<file path="src/rtl/taxi_mac_pause_pkg.sv">
// Shared constants and types for the receive-side pause controller.
//   FRAC_W_DEFAULT : default number of fractional bits in timers and step
//   QUANTA_W       : width of one pause-quanta value carried in a frame
//   LFC_OPCODE     : nominal 802.3x pause opcode
//   PFC_OPCODE     : nominal 802.1Qbb priority pause opcode
//   PFC_PRIO_CNT   : number of PFC priority classes
//   pause_timer_t  : timer type for the default fractional width
package taxi_mac_pause_pkg;

  localparam int FRAC_W_DEFAULT = 8;
  localparam int QUANTA_W       = 16;
  localparam int PFC_PRIO_CNT   = 8;

  localparam logic [15:0] LFC_OPCODE = 16'h0001;
  localparam logic [15:0] PFC_OPCODE = 16'h0101;

  typedef logic [QUANTA_W+FRAC_W_DEFAULT-1:0] pause_timer_t;

endpackage

</file>
<file path="src/rtl/taxi_mac_pause_ctrl_rx_if.sv">
// MAC control frame side channel from taxi_mac_ctrl_rx.
//   mcf_valid  : one-cycle strobe, a control frame was accepted upstream
//   mcf_opcode : control opcode of that frame
//   mcf_params : parameter bytes, byte k at [8k+7:8k], byte 0 first on the wire
// Handshake: strobe-only. There is no ready; the consumer must take the frame
// in the cycle mcf_valid is high, and opcode/params are only meaningful then.
// modport master drives the channel, modport slave consumes it.
interface taxi_mac_pause_ctrl_rx_if #(
  parameter int MCF_PARAMS_SIZE = 18
);

  logic                         mcf_valid;
  logic [15:0]                  mcf_opcode;
  logic [MCF_PARAMS_SIZE*8-1:0] mcf_params;

  modport master (output mcf_valid, output mcf_opcode, output mcf_params);
  modport slave  (input  mcf_valid, input  mcf_opcode, input  mcf_params);

endinterface

</file>
<file path="src/rtl/taxi_mac_pause_timer.sv">
// One pause-quanta countdown timer.
//   clk, rst_n : clock, asynchronous active-low reset
//   clear      : force timer to 0 (class disabled); highest priority
//   load       : load value<<FRAC_W; beats the same-cycle decrement
//   value      : pause quanta from the frame
//   step       : fixed-point quanta elapsed per enabled cycle
//   en         : advance enable
//   timer      : current remaining pause, fixed point
//   req        : registered (timer != 0)
module taxi_mac_pause_timer
  import taxi_mac_pause_pkg::*;
#(
  parameter int FRAC_W = FRAC_W_DEFAULT
) (
  input  logic                       clk,
  input  logic                       rst_n,
  input  logic                       clear,
  input  logic                       load,
  input  logic [QUANTA_W-1:0]        value,
  input  logic [8+FRAC_W-1:0]        step,
  input  logic                       en,
  output logic [QUANTA_W+FRAC_W-1:0] timer,
  output logic                       req
);

  localparam int TW = QUANTA_W + FRAC_W;

  logic [TW-1:0] timer_next;
  logic [TW-1:0] step_ext;

  assign step_ext = TW'(step);

  // Countdown saturates at zero instead of wrapping when step overshoots.
  always_comb begin
    timer_next = timer;
    if (clear) begin
      timer_next = '0;
    end else if (load) begin
      timer_next = TW'(value) << FRAC_W;
    end else if (en) begin
      timer_next = (timer > step_ext) ? (timer - step_ext) : '0;
    end
  end

  // req is registered from the next value so it moves in the same cycle
  // as the timer itself.
  always_ff @(posedge clk or negedge rst_n) begin
    if (!rst_n) begin
      timer <= '0;
      req   <= 1'b0;
    end else begin
      timer <= timer_next;
      req   <= (timer_next != '0);
    end
  end

endmodule

</file>
<file path="src/rtl/taxi_mac_pause_ctrl_rx.sv">
// Receive-side pause controller: decodes LFC and PFC control frames from the
// mcf side channel, loads per-class pause timers and drives pause requests
// toward the TX scheduler.
//   clk, rst_n          : clock, asynchronous active-low reset
//   mcf                 : control frame side channel (slave)
//   cfg_rx_lfc_opcode/en: LFC opcode and enable
//   cfg_rx_pfc_opcode/en: PFC opcode and enable
//   cfg_quanta_step     : fixed-point quanta per enabled cycle
//   cfg_quanta_clk_en   : timer advance enable
//   rx_lfc_req          : link pause request
//   rx_pfc_req          : per-priority pause request
//   stat_rx_*           : one-cycle statistics pulses
//   dbg_lfc_timer       : LFC timer value
//   dbg_pfc_timer       : PFC timer values, index = priority
module taxi_mac_pause_ctrl_rx
  import taxi_mac_pause_pkg::*;
#(
  parameter int PFC_EN          = 1,
  parameter int MCF_PARAMS_SIZE = 18,
  parameter int FRAC_W          = FRAC_W_DEFAULT
) (
  input  logic                       clk,
  input  logic                       rst_n,
  taxi_mac_pause_ctrl_rx_if.slave    mcf,
  input  logic [15:0]                cfg_rx_lfc_opcode,
  input  logic                       cfg_rx_lfc_en,
  input  logic [15:0]                cfg_rx_pfc_opcode,
  input  logic                       cfg_rx_pfc_en,
  input  logic [8+FRAC_W-1:0]        cfg_quanta_step,
  input  logic                       cfg_quanta_clk_en,
  output logic                       rx_lfc_req,
  output logic [PFC_PRIO_CNT-1:0]    rx_pfc_req,
  output logic                       stat_rx_lfc_pkt,
  output logic                       stat_rx_lfc_xon,
  output logic                       stat_rx_lfc_xoff,
  output logic                       stat_rx_pfc_pkt,
  output logic [PFC_PRIO_CNT-1:0]    stat_rx_pfc_xon,
  output logic [PFC_PRIO_CNT-1:0]    stat_rx_pfc_xoff,
  output logic [QUANTA_W+FRAC_W-1:0] dbg_lfc_timer,
  output logic [PFC_PRIO_CNT-1:0][QUANTA_W+FRAC_W-1:0] dbg_pfc_timer
);

  localparam int TW = QUANTA_W + FRAC_W;

  logic                lfc_hit;
  logic [QUANTA_W-1:0] lfc_quanta;

  // Quanta are big-endian on the wire: byte 0 is the high byte.
  assign lfc_quanta = {mcf.mcf_params[7:0], mcf.mcf_params[15:8]};
  assign lfc_hit    = mcf.mcf_valid && cfg_rx_lfc_en &&
                      (mcf.mcf_opcode == cfg_rx_lfc_opcode);

  taxi_mac_pause_timer #(.FRAC_W(FRAC_W)) u_lfc_timer (
    .clk   (clk),
    .rst_n (rst_n),
    .clear (!cfg_rx_lfc_en),
    .load  (lfc_hit),
    .value (lfc_quanta),
    .step  (cfg_quanta_step),
    .en    (cfg_quanta_clk_en),
    .timer (dbg_lfc_timer),
    .req   (rx_lfc_req)
  );

  always_ff @(posedge clk or negedge rst_n) begin
    if (!rst_n) begin
      stat_rx_lfc_pkt  <= 1'b0;
      stat_rx_lfc_xon  <= 1'b0;
      stat_rx_lfc_xoff <= 1'b0;
    end else begin
      stat_rx_lfc_pkt  <= lfc_hit;
      stat_rx_lfc_xon  <= lfc_hit && (lfc_quanta == '0);
      stat_rx_lfc_xoff <= lfc_hit && (lfc_quanta != '0);
    end
  end

  if (PFC_EN != 0) begin : g_pfc
    logic                                    pfc_hit;
    logic [PFC_PRIO_CNT-1:0]                 pfc_ev;
    logic [PFC_PRIO_CNT-1:0][QUANTA_W-1:0]   pfc_quanta;
    logic [PFC_PRIO_CNT-1:0]                 pfc_load;

    // If both opcodes are configured identically, the frame is treated as LFC.
    assign pfc_hit = mcf.mcf_valid && cfg_rx_pfc_en &&
                     (mcf.mcf_opcode == cfg_rx_pfc_opcode) && !lfc_hit;
    // Class-enable vector is {byte0, byte1}; only its low byte maps to classes.
    assign pfc_ev  = mcf.mcf_params[15:8];

    for (genvar i = 0; i < PFC_PRIO_CNT; i++) begin : g_prio
      assign pfc_quanta[i] = {mcf.mcf_params[8*(2+2*i) +: 8],
                              mcf.mcf_params[8*(3+2*i) +: 8]};
      assign pfc_load[i]   = pfc_hit && pfc_ev[i];

      taxi_mac_pause_timer #(.FRAC_W(FRAC_W)) u_pfc_timer (
        .clk   (clk),
        .rst_n (rst_n),
        .clear (!cfg_rx_pfc_en),
        .load  (pfc_load[i]),
        .value (pfc_quanta[i]),
        .step  (cfg_quanta_step),
        .en    (cfg_quanta_clk_en),
        .timer (dbg_pfc_timer[i]),
        .req   (rx_pfc_req[i])
      );
    end

    always_ff @(posedge clk or negedge rst_n) begin
      if (!rst_n) begin
        stat_rx_pfc_pkt  <= 1'b0;
        stat_rx_pfc_xon  <= '0;
        stat_rx_pfc_xoff <= '0;
      end else begin
        stat_rx_pfc_pkt <= pfc_hit;
        for (int i = 0; i < PFC_PRIO_CNT; i++) begin
          stat_rx_pfc_xon[i]  <= pfc_load[i] && (pfc_quanta[i] == '0);
          stat_rx_pfc_xoff[i] <= pfc_load[i] && (pfc_quanta[i] != '0);
        end
      end
    end
  end else begin : g_no_pfc
    assign rx_pfc_req       = '0;
    assign stat_rx_pfc_pkt  = 1'b0;
    assign stat_rx_pfc_xon  = '0;
    assign stat_rx_pfc_xoff = '0;
    assign dbg_pfc_timer    = '{default: TW'(0)};
  end

endmodule

</file>
<file path="src/flat_wrapper.sv">
// flat-port wrapper written by rule: the top's interface ports become plain ports
module taxi_mac_pause_ctrl_rx_flat import taxi_mac_pause_pkg::*;
#(
  parameter int PFC_EN          = 1,
  parameter int MCF_PARAMS_SIZE = 18,
  parameter int FRAC_W          = FRAC_W_DEFAULT
)
  (clk, rst_n, cfg_rx_lfc_opcode, cfg_rx_lfc_en, cfg_rx_pfc_opcode, cfg_rx_pfc_en, cfg_quanta_step, cfg_quanta_clk_en, rx_lfc_req, rx_pfc_req, stat_rx_lfc_pkt, stat_rx_lfc_xon, stat_rx_lfc_xoff, stat_rx_pfc_pkt, stat_rx_pfc_xon, stat_rx_pfc_xoff, dbg_lfc_timer, dbg_pfc_timer, mcf_mcf_valid, mcf_mcf_opcode, mcf_mcf_params);
  taxi_mac_pause_ctrl_rx_if #(.MCF_PARAMS_SIZE(MCF_PARAMS_SIZE)) mcf_i ();
  input  logic clk;
  input  logic rst_n;
  input  logic [15:0] cfg_rx_lfc_opcode;
  input  logic cfg_rx_lfc_en;
  input  logic [15:0] cfg_rx_pfc_opcode;
  input  logic cfg_rx_pfc_en;
  input  logic [8+FRAC_W-1:0] cfg_quanta_step;
  input  logic cfg_quanta_clk_en;
  output logic rx_lfc_req;
  output logic [PFC_PRIO_CNT-1:0] rx_pfc_req;
  output logic stat_rx_lfc_pkt;
  output logic stat_rx_lfc_xon;
  output logic stat_rx_lfc_xoff;
  output logic stat_rx_pfc_pkt;
  output logic [PFC_PRIO_CNT-1:0] stat_rx_pfc_xon;
  output logic [PFC_PRIO_CNT-1:0] stat_rx_pfc_xoff;
  output logic [QUANTA_W+FRAC_W-1:0] dbg_lfc_timer;
  output logic [PFC_PRIO_CNT-1:0][QUANTA_W+FRAC_W-1:0] dbg_pfc_timer;
  input wire logic [$bits(mcf_i.mcf_valid)-1:0] mcf_mcf_valid;
  input wire logic [$bits(mcf_i.mcf_opcode)-1:0] mcf_mcf_opcode;
  input wire logic [$bits(mcf_i.mcf_params)-1:0] mcf_mcf_params;
  assign mcf_i.mcf_valid = mcf_mcf_valid;
  assign mcf_i.mcf_opcode = mcf_mcf_opcode;
  assign mcf_i.mcf_params = mcf_mcf_params;
  taxi_mac_pause_ctrl_rx #(.PFC_EN(PFC_EN), .MCF_PARAMS_SIZE(MCF_PARAMS_SIZE), .FRAC_W(FRAC_W)) u_core (.clk(clk), .rst_n(rst_n), .mcf(mcf_i), .cfg_rx_lfc_opcode(cfg_rx_lfc_opcode), .cfg_rx_lfc_en(cfg_rx_lfc_en), .cfg_rx_pfc_opcode(cfg_rx_pfc_opcode), .cfg_rx_pfc_en(cfg_rx_pfc_en), .cfg_quanta_step(cfg_quanta_step), .cfg_quanta_clk_en(cfg_quanta_clk_en), .rx_lfc_req(rx_lfc_req), .rx_pfc_req(rx_pfc_req), .stat_rx_lfc_pkt(stat_rx_lfc_pkt), .stat_rx_lfc_xon(stat_rx_lfc_xon), .stat_rx_lfc_xoff(stat_rx_lfc_xoff), .stat_rx_pfc_pkt(stat_rx_pfc_pkt), .stat_rx_pfc_xon(stat_rx_pfc_xon), .stat_rx_pfc_xoff(stat_rx_pfc_xoff), .dbg_lfc_timer(dbg_lfc_timer), .dbg_pfc_timer(dbg_pfc_timer));
endmodule
</file>
<file path="config.mk">
export PLATFORM = sky130hd
export DESIGN_NAME = taxi_mac_pause_ctrl_rx_flat
export DESIGN_NICKNAME = d
export VERILOG_FILES = /design/src/rtl/taxi_mac_pause_pkg.sv /design/src/rtl/taxi_mac_pause_ctrl_rx_if.sv /design/src/rtl/taxi_mac_pause_timer.sv /design/src/rtl/taxi_mac_pause_ctrl_rx.sv /design/src/flat_wrapper.sv
export SDC_FILE = /design/constraint.sdc
export NUM_CORES = 1
export LEC_CHECK = 0
export ABC_CLOCK_PERIOD_IN_PS = 4700
export CAP_MARGIN = 20
export CORE_MARGIN = 2
export CORE_UTILIZATION = 54
export DETAILED_ROUTE_END_ITERATION = 12
export PLACE_DENSITY = 0.83
export SLEW_MARGIN = 20
export SYNTH_ARGS = -nofsm -noshare
export SYNTH_HDL_FRONTEND = slang
export SYNTH_HIERARCHICAL = 1
export SYNTH_SLANG_ARGS = --single-unit
</file>
<file path="constraint.sdc">
create_clock -name clk -period 4.7 [get_ports clk]
set_clock_uncertainty 0.2 [all_clocks]
set_input_delay 0.94 -clock clk [delete_from_list [all_inputs] [get_ports clk]]
set_output_delay 0.94 -clock clk [all_outputs]
set_load 0.03 [all_outputs]
</file>
==> impl_results.md <==
- Hold Crit Class: input pin to async pin
- DR pass1 iterations: 9
- Register clock-pin slew on the reported worst setup and hold paths: 0.06 ns
- Post-synth EDFFs: 0
- Final worst-path cycle share: 101.0%
- Worst IR drop on VDD: 0.0005148 V
- Pleak: 0.01547 uW
- Netlist Area Pre-Place: 22630 sq um
- Crit Path Max Fanout: 5
- CP most frequent cell: or4_4
- CP endpoint kind: register
- Share of layout cells above drive strength 1: 21.12%
- Placed Area: 32320 sq um
- Post-synth cell types: 98
- Top cell type's share of synthesized area: 27.10%
- First-pass GRT wire length: 151600 um
- Async SR Flop Fraction: 100.0%
- Placer Congestion: 1.092
- #FFs+latches synth: 245
- TritonCTS clock tree: yes
- Worst path slowest cell: or4_4
- Antenna Nets Post-Route: 0
- Synth warnings: 6
- Worst hold slack: 0.1192 ns
- CTS Buf Count: 29
- Setup tns final: -0.04585 ns
- Tot Pwr: 21570 uW
- Max Slew Vio Count: 0
- Die Width: 208.7 um
- Critical Path Max Stage Delay: 0.53 ns
- Critical path data required time: 4.95 ns
- # setup viols final: 1
- Top cell family by delay on the critical path: simple AND/OR/NAND/NOR gates
- Total Wirelength: 98800 um
- Setup WS post-layout: -0.04585 ns
- Cells along the critical path: clkdlybuf4s50_1 > xor2_1 > nor4_4 > nand3_2 > a211oi_4 > buf_6 > nor2_1 > a22oi_2 > o2bb2ai_2 > a221o_1 > or4_4 > or4_4 > or4b_1
- Largest net degree at the start of global routing: 91
- Vias in the first global route: 27840
- Slew of the pin with the lowest slew margin: 0.8575 ns
- Avg Cell Area, Syn: 8.069 sq um
- Root buf cell: clkbuf_16
- CTS max path bufs: 3
- Design area: 33570 sq um
- Num Clock Sinks: 245
- WL per Instance: 22.49 um
- DR DRC count: 0
- Worst-Skew Late Latency: 0.59 ns
- Die H: 208.7 um
- Ranking of synthesized cells by area: dfrtp_1, ha_1, a21oi_1, xnor2_1, nand2_1
- Fin crit period: 4.746 ns
- Via count: 28110
- Dominant cell type by area after synthesis: dfrtp_1
- Global route overflow: 0
- Final nets: 4202
- Inst Count DP: 4323
- Worst path arrival time: 5.00 ns
- Failing checks: setup timing
- Register area share after synthesis: 27.10%
- Drt via density: 6.401
- Fin cells: 4392
- Row cnt: 74
- PortBufs: 458
- Syn-to-layout area delta: 48.39%
- Final HPWL from detailed placement: 76880 um
- Synthesized Nets: 3171
- Ports: 459
- Ys flop type: dfrtp_1
- Cell count after synthesis: 2804
- Status: complete, but fails checks
- CP Class: input pin to register
- Die area: 43550 sq um
- Detailed Route Iter0 Violations: 3519
- Startpoint Class: input pin
- Placeable Area: 41110 sq um
- Max-cap viol count: 0
- Maximum clock rate: 0.2107 GHz
- Power Density: 642.5 nW/um^2
- Initial antenna violation count: 7
- Final hold violations: 0
- GRT Total Usage: 43.54%
- Worst Path Buf+Inv: 2
- Initial Util: 55.04%
- H-tree depth: 1
- Slew margin rel.: 42.32%
[state kept, by name (all words and copies together), names as in the netlist]
signal / flops
u_core/stat_rx_lfc_pkt: 1
u_core/stat_rx_pfc_xon: 8
u_core/stat_rx_lfc_xon: 1
u_core/u_lfc_timer/timer: 24
u_core/g_pfc.g_prio.u_pfc_timer/timer: 192
u_core/g_pfc.g_prio.u_pfc_timer/req: 8
u_core/stat_rx_pfc_pkt: 1
u_core/stat_rx_pfc_xoff: 8
u_core/stat_rx_lfc_xoff: 1
u_core/u_lfc_timer/req: 1
[kinds of logic after synthesis]
group | synth area share [%]
simple gates | 23.07
flops | 27.10
buf+inv | 5.856
fa+ha+maj | 8.760
compound gates | 26.86
xor+xnor | 8.052
mux | 0.3097
[report_power, final]
group          switching, uW  internal (uW)  total [uW]
Combinational           8080           7090       15200
Clock                    999           1430        2430
Sequential              1140           2830        3970
Total                  10200          11400       21600
[cell usage after synthesis, types with 63 or more instances]
| master | number |
|---|---|
| a21oi_1 | 239 |
| clkbuf_1 | 63 |
| dfrtp_1 | 245 |
| ha_1 | 144 |
| inv_1 | 224 |
| nand2_1 | 249 |
| nand3_1 | 85 |
| nor2_1 | 148 |
| nor2b_1 | 66 |
| nor3_1 | 96 |
| nor4_1 | 66 |
| o21ai_0 | 149 |
| xnor2_1 | 111 |
| xor2_1 | 97 |
[worst paths after layout]
kind / start / endpoint / slack (ns) / cells after the start
max in group asynchronous: rst_n / u_core/g_pfc.g_prio[3].u_pfc_timer/timer[16] / 3.11 / 2
max reg2reg: u_core/g_pfc.g_prio[7].u_pfc_timer/timer[0] / u_core/g_pfc.g_prio[7].u_pfc_timer/req / 0.16 / 11
max: mcf_mcf_opcode[2] / u_core/g_pfc.g_prio[7].u_pfc_timer/req / -0.05 / 13
min: rst_n / u_core/g_pfc.g_prio[7].u_pfc_timer/timer[15] / 0.12 / 1
min in group clk: u_core/g_pfc.g_prio[4].u_pfc_timer/timer[0] / u_core/g_pfc.g_prio[4].u_pfc_timer/timer[0] / 0.37 / 2
min reg2reg: u_core/g_pfc.g_prio[4].u_pfc_timer/timer[0] / u_core/g_pfc.g_prio[4].u_pfc_timer/timer[0] / 0.37 / 2
[layout by cell type (no fill, tap or decap), types with 110 or more instances in the layout]
cell type	count
ha_1	139
clkdlybuf4s50_1	449
nor2_1	147
dfrtp_1	245
a21oi_1	236
o21ai_0	149
inv_1	220
buf_4	623
nand2_1	249
xnor2_1	110
[worst reg2reg max path: stages, from the launching register on]
cell and delay, ns:
dfrtp_1 0.43, inv_1 0.09, ha_1 0.17, inv_1 0.08, fa_2 0.37, xor2_1 0.18, or4b_1 0.49, or4_1 0.53
a221o_1 0.34, or4_4 0.53, or4_4 0.49, or4b_1 0.52
[per-stage QoR]
stage / setup WS [ns] / utilization, %
after global routing: -0.03699 / 81.67
after detailed placement: -0.7198 / 78.62
after CTS: 0.008254 / 81.20
after global placement: -0.6847 / 78.62
final: -0.04585 / 81.67
after floorplan: 0.05431 / -
[routing by layer]
metal  wire length, um  up-vias  global-route usage, %
met5                24        -                      0
met2             44020     1995                  69.71
met4              7801        4                  29.58
met3             10620      439                  8.115
met1             36330    13180                  53.49
li1                  -    12500                      -
[timing repair]
item / in CTS / in global routing
gates resized for setup: 21 / 21
cloned: 0 / 1
buffers inserted: 2 / 10
endpoints found under the setup margin: 2 / 2
hold buffers: 0 / 0
pin swaps: 11 / 15
[cell type report]
type	instances	area [sq um]
clock inverter	14	207.7
fill	2718	7535
clock buffer	37	775.7
sequential	245	6131
tap	532	665.6
inverter	226	853.3
antenna	5	12.51
timing repair buffer	1097	9557
multi-input combinational	2236	15370
No activity file was read; power rests on OpenSTA's default activity.
